$ cat src/rtl/mdio_master.sv
// MDIO (clause 22) management master: serialises read/write frames on MDC/MDIO.
// Optional feature macro MDIO_PREAMBLE_SUPPRESS_EN adds input no_pre to skip the preamble per frame.
module mdio_master #(
   parameter int unsigned CLK_DIV      = 10,
   parameter int unsigned PREAMBLE_LEN = 32
) (
   input  logic        CLK,
   input  logic        RST_N,
   input  logic        start,
   input  logic        op,
   input  logic [4:0]  phy_addr,
   input  logic [4:0]  reg_addr,
   input  logic [15:0] wr_data,
`ifdef MDIO_PREAMBLE_SUPPRESS_EN
   input  logic        no_pre,
`endif
   output logic [15:0] rd_data,
   output logic        ready,
   output logic        done,
   output logic        ta_err,
   output logic        MDC,
   output logic        MDIO_O,
   output logic        MDIO_OE,
   input  logic        MDIO_I
);

   localparam int unsigned DIV_W = 8;
   localparam int unsigned CNT_W = 5;
   localparam logic [DIV_W-1:0] DIV_LAST = DIV_W'(CLK_DIV - 1);
   localparam logic [CNT_W-1:0] PRE_LAST = CNT_W'(PREAMBLE_LEN - 1);

   typedef enum logic [3:0] {
      S_IDLE, S_PRE, S_ST, S_OP, S_PHYAD, S_REGAD, S_TA, S_DATA, S_FIN
   } state_t;

   state_t             state_q, state_d;
   logic [DIV_W-1:0]   div_q, div_d;
   logic [CNT_W-1:0]   cnt_q, cnt_d;
   logic               mdc_q, mdc_d;
   logic               mdio_o_q, mdio_o_d;
   logic               oe_q, oe_d;
   logic               done_q, done_d;
   logic               ready_q, ready_d;
   logic               ta_err_q, ta_err_d;
   logic [15:0]        rd_q, rd_d;
   logic [15:0]        shift_q, shift_d;
   logic               op_q;
   logic [4:0]         phy_q, reg_q;
   logic [15:0]        wr_q;

   logic accept_c, busy_c, half_end_c, bit_end_c, field_last_c, skip_pre_c;

`ifdef MDIO_PREAMBLE_SUPPRESS_EN
   assign skip_pre_c = (PREAMBLE_LEN == 0) || no_pre;
`else
   assign skip_pre_c = (PREAMBLE_LEN == 0);
`endif

   assign accept_c   = start && ready_q;
   assign busy_c     = (state_q != S_IDLE) && (state_q != S_FIN);
   assign half_end_c = busy_c && !mdc_q && (div_q == DIV_LAST);
   assign bit_end_c  = busy_c &&  mdc_q && (div_q == DIV_LAST);

   // Last bit of the current field
   always_comb begin
      field_last_c = 1'b0;
      case (state_q)
         S_PRE:            field_last_c = (cnt_q == PRE_LAST);
         S_ST, S_OP, S_TA: field_last_c = (cnt_q == CNT_W'(1));
         S_PHYAD, S_REGAD: field_last_c = (cnt_q == CNT_W'(4));
         S_DATA:           field_last_c = (cnt_q == CNT_W'(15));
         default:          field_last_c = 1'b0;
      endcase
   end

   // {oe, o} for the bit that starts in field s at index c
   function automatic logic [1:0] frame_bit(state_t s, logic [CNT_W-1:0] c);
      logic [1:0] r;
      r = 2'b01;
      case (s)
         S_PRE:   r = 2'b11;
         S_ST:    r = {1'b1, c != '0};
         S_OP:    r = {1'b1, op_q ? (c == '0) : (c != '0)};
         S_PHYAD: r = {1'b1, phy_q[3'(CNT_W'(4) - c)]};
         S_REGAD: r = {1'b1, reg_q[3'(CNT_W'(4) - c)]};
         S_TA:    r = {!op_q, op_q ? 1'b1 : (c == '0)};
         S_DATA:  r = {!op_q, op_q ? 1'b1 : wr_q[4'(CNT_W'(15) - c)]};
         default: r = 2'b01;
      endcase
      return r;
   endfunction

   // State register
   always_ff @(posedge CLK) begin
      if (!RST_N) state_q <= S_IDLE;
      else        state_q <= state_d;
   end

   // Next-state logic
   always_comb begin
      state_d = state_q;
      case (state_q)
         S_IDLE: if (accept_c) state_d = skip_pre_c ? S_ST : S_PRE;
         S_FIN:  state_d = S_IDLE;
         default: begin
            if (bit_end_c && field_last_c) begin
               case (state_q)
                  S_PRE:   state_d = S_ST;
                  S_ST:    state_d = S_OP;
                  S_OP:    state_d = S_PHYAD;
                  S_PHYAD: state_d = S_REGAD;
                  S_REGAD: state_d = S_TA;
                  S_TA:    state_d = S_DATA;
                  default: state_d = S_FIN;
               endcase
            end
         end
      endcase
   end

   // Output / datapath next values; pins only reload at a bit boundary
   always_comb begin
      logic       load_bit;
      logic [1:0] nb;
      div_d    = '0;
      mdc_d    = 1'b0;
      cnt_d    = cnt_q;
      mdio_o_d = mdio_o_q;
      oe_d     = oe_q;
      done_d   = (state_q == S_FIN);
      ready_d  = (state_d == S_IDLE) && (state_q != S_FIN);
      ta_err_d = ta_err_q;
      shift_d  = shift_q;
      rd_d     = rd_q;
      load_bit = 1'b0;
      if (accept_c) begin
         cnt_d    = '0;
         load_bit = 1'b1;
         if (op) ta_err_d = 1'b0;
      end else if (busy_c) begin
         div_d = (div_q == DIV_LAST) ? '0 : div_q + DIV_W'(1);
         mdc_d = (div_q == DIV_LAST) ? !mdc_q : mdc_q;
         if (bit_end_c) begin
            cnt_d    = field_last_c ? '0 : cnt_q + CNT_W'(1);
            load_bit = 1'b1;
         end
         if (half_end_c && op_q) begin
            if (state_q == S_TA && cnt_q == CNT_W'(1)) ta_err_d = MDIO_I;
            if (state_q == S_DATA) shift_d = {shift_q[14:0], MDIO_I};
         end
      end else if (state_q == S_FIN && op_q) begin
         rd_d = shift_q;
      end
      nb = frame_bit(state_d, cnt_d);
      if (load_bit) begin
         oe_d     = nb[1];
         mdio_o_d = nb[0];
      end
   end

   // Output and datapath registers
   always_ff @(posedge CLK) begin
      if (!RST_N) begin
         div_q    <= '0;
         cnt_q    <= '0;
         mdc_q    <= 1'b0;
         mdio_o_q <= 1'b1;
         oe_q     <= 1'b0;
         done_q   <= 1'b0;
         ready_q  <= 1'b1;
         ta_err_q <= 1'b0;
         rd_q     <= '0;
         shift_q  <= '0;
         op_q     <= 1'b0;
         phy_q    <= '0;
         reg_q    <= '0;
         wr_q     <= '0;
      end else begin
         div_q    <= div_d;
         cnt_q    <= cnt_d;
         mdc_q    <= mdc_d;
         mdio_o_q <= mdio_o_d;
         oe_q     <= oe_d;
         done_q   <= done_d;
         ready_q  <= ready_d;
         ta_err_q <= ta_err_d;
         rd_q     <= rd_d;
         shift_q  <= shift_d;
         if (accept_c) begin
            op_q  <= op;
            phy_q <= phy_addr;
            reg_q <= reg_addr;
            wr_q  <= wr_data;
         end
      end
   end

   assign rd_data = rd_q;
   assign ready   = ready_q;
   assign done    = done_q;
   assign ta_err  = ta_err_q;
   assign MDC     = mdc_q;
   assign MDIO_O  = mdio_o_q;
   assign MDIO_OE = oe_q;

endmodule
$ cat config.mk
export PLATFORM = sky130hd
export DESIGN_NAME = mdio_master
export DESIGN_NICKNAME = d
export VERILOG_FILES = /design/src/rtl/mdio_master.sv
export SDC_FILE = /design/constraint.sdc
export NUM_CORES = 1
export LEC_CHECK = 0
export BUFFER_PORTS_ARGS = -buffer_cell sky130_fd_sc_hd__clkbuf_2
export CORE_ASPECT_RATIO = 1.25
export CORE_MARGIN = 2
export CORE_UTILIZATION = 35
export CTS_BUF_LIST = sky130_fd_sc_hd__clkbuf_16
export CTS_CLUSTER_DIAMETER = 60
export DETAILED_ROUTE_END_ITERATION = 6
export PLACE_DENSITY = 0.66
export SLEW_MARGIN = 20
export SYNTH_ARGS = -nofsm -noshare
export SYNTH_HDL_FRONTEND = slang
export SYNTH_SLANG_ARGS = --single-unit
$ cat constraint.sdc
create_clock -name CLK -period 3.45 [get_ports CLK]
set_input_delay 0.1725 -clock CLK [delete_from_list [all_inputs] [get_ports CLK]]
set_output_delay 0.1725 -clock CLK [all_outputs]
set_load 0.05 [all_outputs]
# ---- Word level (Yosys, flattened, before mapping)
# Cells that the tools add are included.
# Widths: inputs -> output; s select.
dict set report totals {
  ff_bits 82
  latch_bits 0
  mem_bits_rw 0
  rom_bits 0
  input_bits 31
  out_inout_bits 22
  elab_cells 101
  memories 0
}
dict set report op_classes {
  n_addsub 4
  n_mul 0
  n_div 0
  order_cmp 2
  eq_ne 22
  shift 0
  n_mux 27
  n_bitwise 3
  reduce_logical 28
}
# operator n
set ops {}
lappend ops {{$eq 4x3->1 const B} 8}
lappend ops {{$pmux 4 s6} 1}
lappend ops {{$mux 5} 4}
lappend ops {{$eq 4x2->1 const B} 4}
lappend ops {{$mux 1} 14}
lappend ops {{$pmux 2 s7} 1}
lappend ops {{$logic_and 1x1->1} 11}
lappend ops {{$add 8x1->8 const B} 1}
lappend ops {{$eq 4x1->1 const B} 2}
lappend ops {{$eq 8x4->1 const B} 1}
lappend ops {{$logic_not 4->1} 2}
lappend ops {{$mux 4} 2}
lappend ops {{$pmux 4 s2} 1}
lappend ops {{$reduce_and 4->1} 2}
lappend ops {{$bmux 1 s3} 2}
lappend ops {{$reduce_bool 2->1} 3}
lappend ops {{$reduce_or 3->1} 2}
lappend ops {{$add 5x1->5 const B} 1}
lappend ops {{$eq 5x1->1 const B} 1}
lappend ops {{$eq 5x3->1 const B} 1}
lappend ops {{$eq 5x4->1 const B} 1}
lappend ops {{$eq 5x5->1 const B} 1}
lappend ops {{$logic_not 5->1} 1}
lappend ops {{$lt 4x5->1 const B} 1}
lappend ops {{other kinds (15)} 18}

# ---- Depth between registers and ports, before layout
dict set report logic_depth {
  depth_word 12
  depth_mapped 15
  mapped_depth_nobuf 15
}

# ---- Least setup slack after synthesis
# No wires, ideal clock.
dict set report synth_timing {
  kind {register to register}
  from {reg div_q[0]}
  to {reg mdio_o_q (netlist: MDIO_O)}
  setup_time_ns 0.059
  arrival_ns 3.614
  required_time_ns 3.391
  setup_slack_ns -0.222
  path_stages_with_launch 14
  n_path_buf 1
  period_less_slack_ns 3.672
  path_cell_list {dfxtp_1 > ha_1 > or4b_4 > or3_1 > buf_2 > or3_1 > a21oi_1 > inv_1 > ha_1 > a2111oi_0 > a221oi_1 > a31o_2 > a31oi_1 > a31o_1}
}
dict set report synth_between {
  elab_chain_cells 10
  elab_cells_between_ends 32
  classes_between {add/sub (2); eq/ne (8); mux (18); reduce/logical (4)}
}
# item line
set synth_lines {}
lappend synth_lines {{start: declaration} 37} ;# logic [DIV_W-1:0] div_q, div_d;
lappend synth_lines {{start signal: assignment} 179} ;# div_q <= div_d;
lappend synth_lines {{$eq 8x4->1 (*)} 62} ;# assign bit_end_c = busy_c && mdc_q && (div_q == DIV_LAST);
lappend synth_lines {{$logic_and 1x1->1 (*)} 62}
lappend synth_lines {{$mux 5} 143} ;# if (bit_end_c) begin
lappend synth_lines {{$mux 5} 140} ;# end else if (busy_c) begin
lappend synth_lines {{$mux 5} 136} ;# if (accept_c) begin
lappend synth_lines {{$sub 4x4->4} 87} ;# S_DATA: r = {!op_q, op_q ? 1'b1 : wr_q[4'(CNT_W'(15) - c)]};
lappend synth_lines {{$bmux 1 s4} 87}
lappend synth_lines {{$mux 1 (not written as such)} 87}
lappend synth_lines {{$mux 1} 87}
lappend synth_lines {{$pmux 2 s7} 80} ;# case (s)
lappend synth_lines {{end signal: assignment} 182} ;# mdio_o_q <= mdio_o_d;
lappend synth_lines {{end: declaration} 40} ;# logic mdio_o_q, mdio_o_d;
# Every way passes the cells marked *; elsewhere a longest branch is shown, timed or not. The select of a mux whose other input is x is not followed.
# A chain may end at the register's enable or synchronous reset.

# ---- Worst setup path after layout
dict set report layout_timing {
  from {reg div_q[1]}
  to {reg mdio_o_q (netlist: MDIO_O)}
}
# Same word-level chain as after synthesis.

==> results.cfg <==
[outcome]
status = completed

[worst_setup_path]
crit_required_ns = 3.69
crit_fanout = 8
arrival_ns = 3.63
cp-end-kind = register
rrSetupSlack_ns = 0.06
reg2regPathDepth = 14
startpoint_type = register
crit_start = div_q[1]$_SDFF_PP0_
crit_path_end = MDIO_O$_SDFFE_PN1P_
rr_startpoint = div_q[1]$_SDFF_PP0_
r2r-end = MDIO_O$_SDFFE_PN1P_
criticalPathCategory = reg -> reg

[finish]
fillers = 985
num_antenna_cells = 0
nNetsFinal = 540
mostFrequentLayoutCell = nand2_1
drive_gt1_share_pct = 24.8
area_growth_syn_to_layout_pct = 26.7
fin_cells = 641
final_cell_mix = 99 x nand2_1, 80 x dfxtp_1, 52 x clkbuf_2

[clock_network]
cts_tree = built
numCtsBuffers = 9
cts_buffer_depth = 2
clock_sinks = 82
cts_hold_buf = 0
clk_pin_slew_ns = 0.06
cts_root_buf = clkbuf_16
insertion_delay_ns = 0.34
h-tree-depth = 3

[timing]
totalNegativeSetupSlack_ns = 0
final_hold_viol_count = 0
slew_violations = 0
worstMarginPinSlew_ns = 1.01
finClkSkew_ns = 0.00708
timing.fmax_mhz = 295
hold_ws_ns = 0.0431
slew_headroom_pct = 32.1
post-route-period-util_pct = 98.3
setup_violations = 0
post-route-min-period_ns = 3.39
rsz0062_at_grt = true

[job]
maxCapViolCount = 0

[global_routing]
grt_first_pass_wirelength_mm = 14.0
gr-usage-all-layers_pct = 15.6
grt_pass1_vias = 3102
grt_max_degree = 44
antenna_found_initial = 0
overflow = 0

[route]
vias = 3254
vias_per_cell = 5.08
antenna_left = 0
routed_wl_mm = 8.79
wl_per_cell_um = 13.7
drt_pass1_iterations = 4
drtIter0Drc = 196
drc = 0

[synth]
synth_ff_type = dfxtp_1
synth_fp_nets = 478
ys_warn_count = 0
async_reset_ff_share_pct = 0
syn-cell-area_um2 = 3710
ys_ff_latch = 82
synth_edf_count = 0
avgSynthCellArea_um2 = 8.39
yosysUniqueCellTypes = 61
yosysSeqAreaShare_pct = 44.3
synth_cells = 442

[floorplan]
dieArea_um2 = 11400
row_count = 42
start_util_pct = 35.5
die_w_um = 96.1
pin_count = 53
die_h_um = 119
core_area_um2 = 10500

[placement]
dp.cells = 619
routabilityCongestion = 0.846
hpwl_mm = 6.09
port_buffers = 52

[pwr]
leakage_nw = 1.95
fin_total_pwr_mw = 2.29
p_per_area_nw_per_um2 = 487
vdd_drop_max_v = 0.000269

[min_path]
hp-start = wr_data[5]
hp-class = in -> reg
-- registers in the layout, indices dropped and copies added (netlist names), 4 cells and up --
| register | cells |
|---|---|
| rd_data | 16 |
| shift_q | 16 |
| wr_q | 16 |
| div_q | 8 |
| cnt_q | 5 |
| phy_q | 5 |
| reg_q | 5 |
| state_q | 4 |
-- power breakdown --
| part | internal [mW] | total (mW) | switching, mW |
|---|---|---|---|
| Sequential | 0.970 | 0.988 | 0.0175 |
| Combinational | 0.0507 | 0.134 | 0.0828 |
| Clock | 0.780 | 1.17 | 0.388 |
-- stage by stage --
stage / setup slack, ns / util (%) / instance area, um2
after floorplan: 0.0685 / - / 3740
after global placement: 0.159 / 40.2 / 4200
after detailed placement: 0.0591 / 40.2 / 4200
after CTS: 0.0107 / 43.7 / 4570
after global routing: -0.0610 / 44.9 / 4700
final: 0.0586 / 44.9 / 4700
-- cell families after synthesis --
logic type	synth area share, %
xor+xnor	2.83
compound gates	14.4
buf+inv	3.41
mux	8.30
simple gates	24.8
flops	44.3
fa+ha+maj	1.96
-- area by class of cell --
class	count	area [um2]	area share, %
clock buffer	9	225	4.79
sequential	82	1650	35.1
multi-input combinational	327	2040	43.4
clock inverter	7	140	2.98
inverter	8	30.0	0.639
tap	132	165	3.52
timing repair buffer	76	448	9.54
-- metal layers --
| metal | up-vias | GRT usage, % | share of wire [%] |
|---|---|---|---|
| li1 | 1648 | - | - |
| met1 | 1518 | 18.4 | 42 |
| met2 | 69 | 26.1 | 51 |
| met3 | 19 | 4.05 | 4.8 |
| met4 | 0 | 7.32 | 2.8 |
| met5 | - | 0 | 0 |
-- worst min-delay path by stage --
stage                                 endpoint  slack [ns]  cells past startpoint
final                     wr_q[5]$_SDFFE_PN0P_        0.04                      3
after global routing      wr_q[1]$_SDFFE_PN0P_        0.04                      3
after CTS                 wr_q[0]$_SDFFE_PN0P_        0.03                      3
after detailed placement  wr_q[0]$_SDFFE_PN0P_        0.40                      3
after global placement    wr_q[4]$_SDFFE_PN0P_        0.40                      3
after floorplan               ready$_SDFF_PN1_        0.24                      1
-- synthesized netlist by cell type, types with 2 or more instances --
library cell	number	area [um2]
a211oi_1	2	15.0
a21oi_1	50	250
a221o_1	2	20.0
a221oi_1	2	17.5
and2_1	4	25.0
and3_1	2	12.5
buf_1	2	7.51
buf_2	2	10.0
clkbuf_1	21	78.8
dfxtp_1	82	1640
ha_1	5	62.6
inv_1	7	26.3
mux2_2	2	22.5
mux2i_1	24	240
mux4_2	2	45.0
nand2_1	99	372
nand2b_1	2	12.5
nand3_1	14	70.1
nand4_1	2	12.5
nor2_1	40	150
nor2b_1	2	12.5
nor3_1	5	25.0
nor3b_1	2	15.0
nor4_1	3	18.8
o2111ai_1	2	17.5
o21ai_0	9	45.0
o31ai_1	3	22.5
or3_1	4	25.0
or3_2	2	15.0
or3b_2	2	17.5
or4b_4	2	27.5
xnor2_1	5	43.8
xor2_1	7	61.3
-- timing repair --
item,4_1_cts,5_1_grt
endpoints found under the hold margin,0,0
buffers inserted,0,6
resized for setup,0,19
setup endpoints to repair,0,1
-- critical path: stages, from the launching register on --
cell	delay [ns]
dfxtp_4	0.35
inv_2	0.06
ha_4	0.12
or4b_4	0.49
or3_4	0.44
or3_4	0.43
a21oi_4	0.17
inv_2	0.07
ha_4	0.31
o21ai_2	0.06
a211o_1	0.26
nand3_1	0.08
a31o_2	0.16
a31oi_1	0.08
a31o_1	0.21
Power figures use the tool's default switching activity.
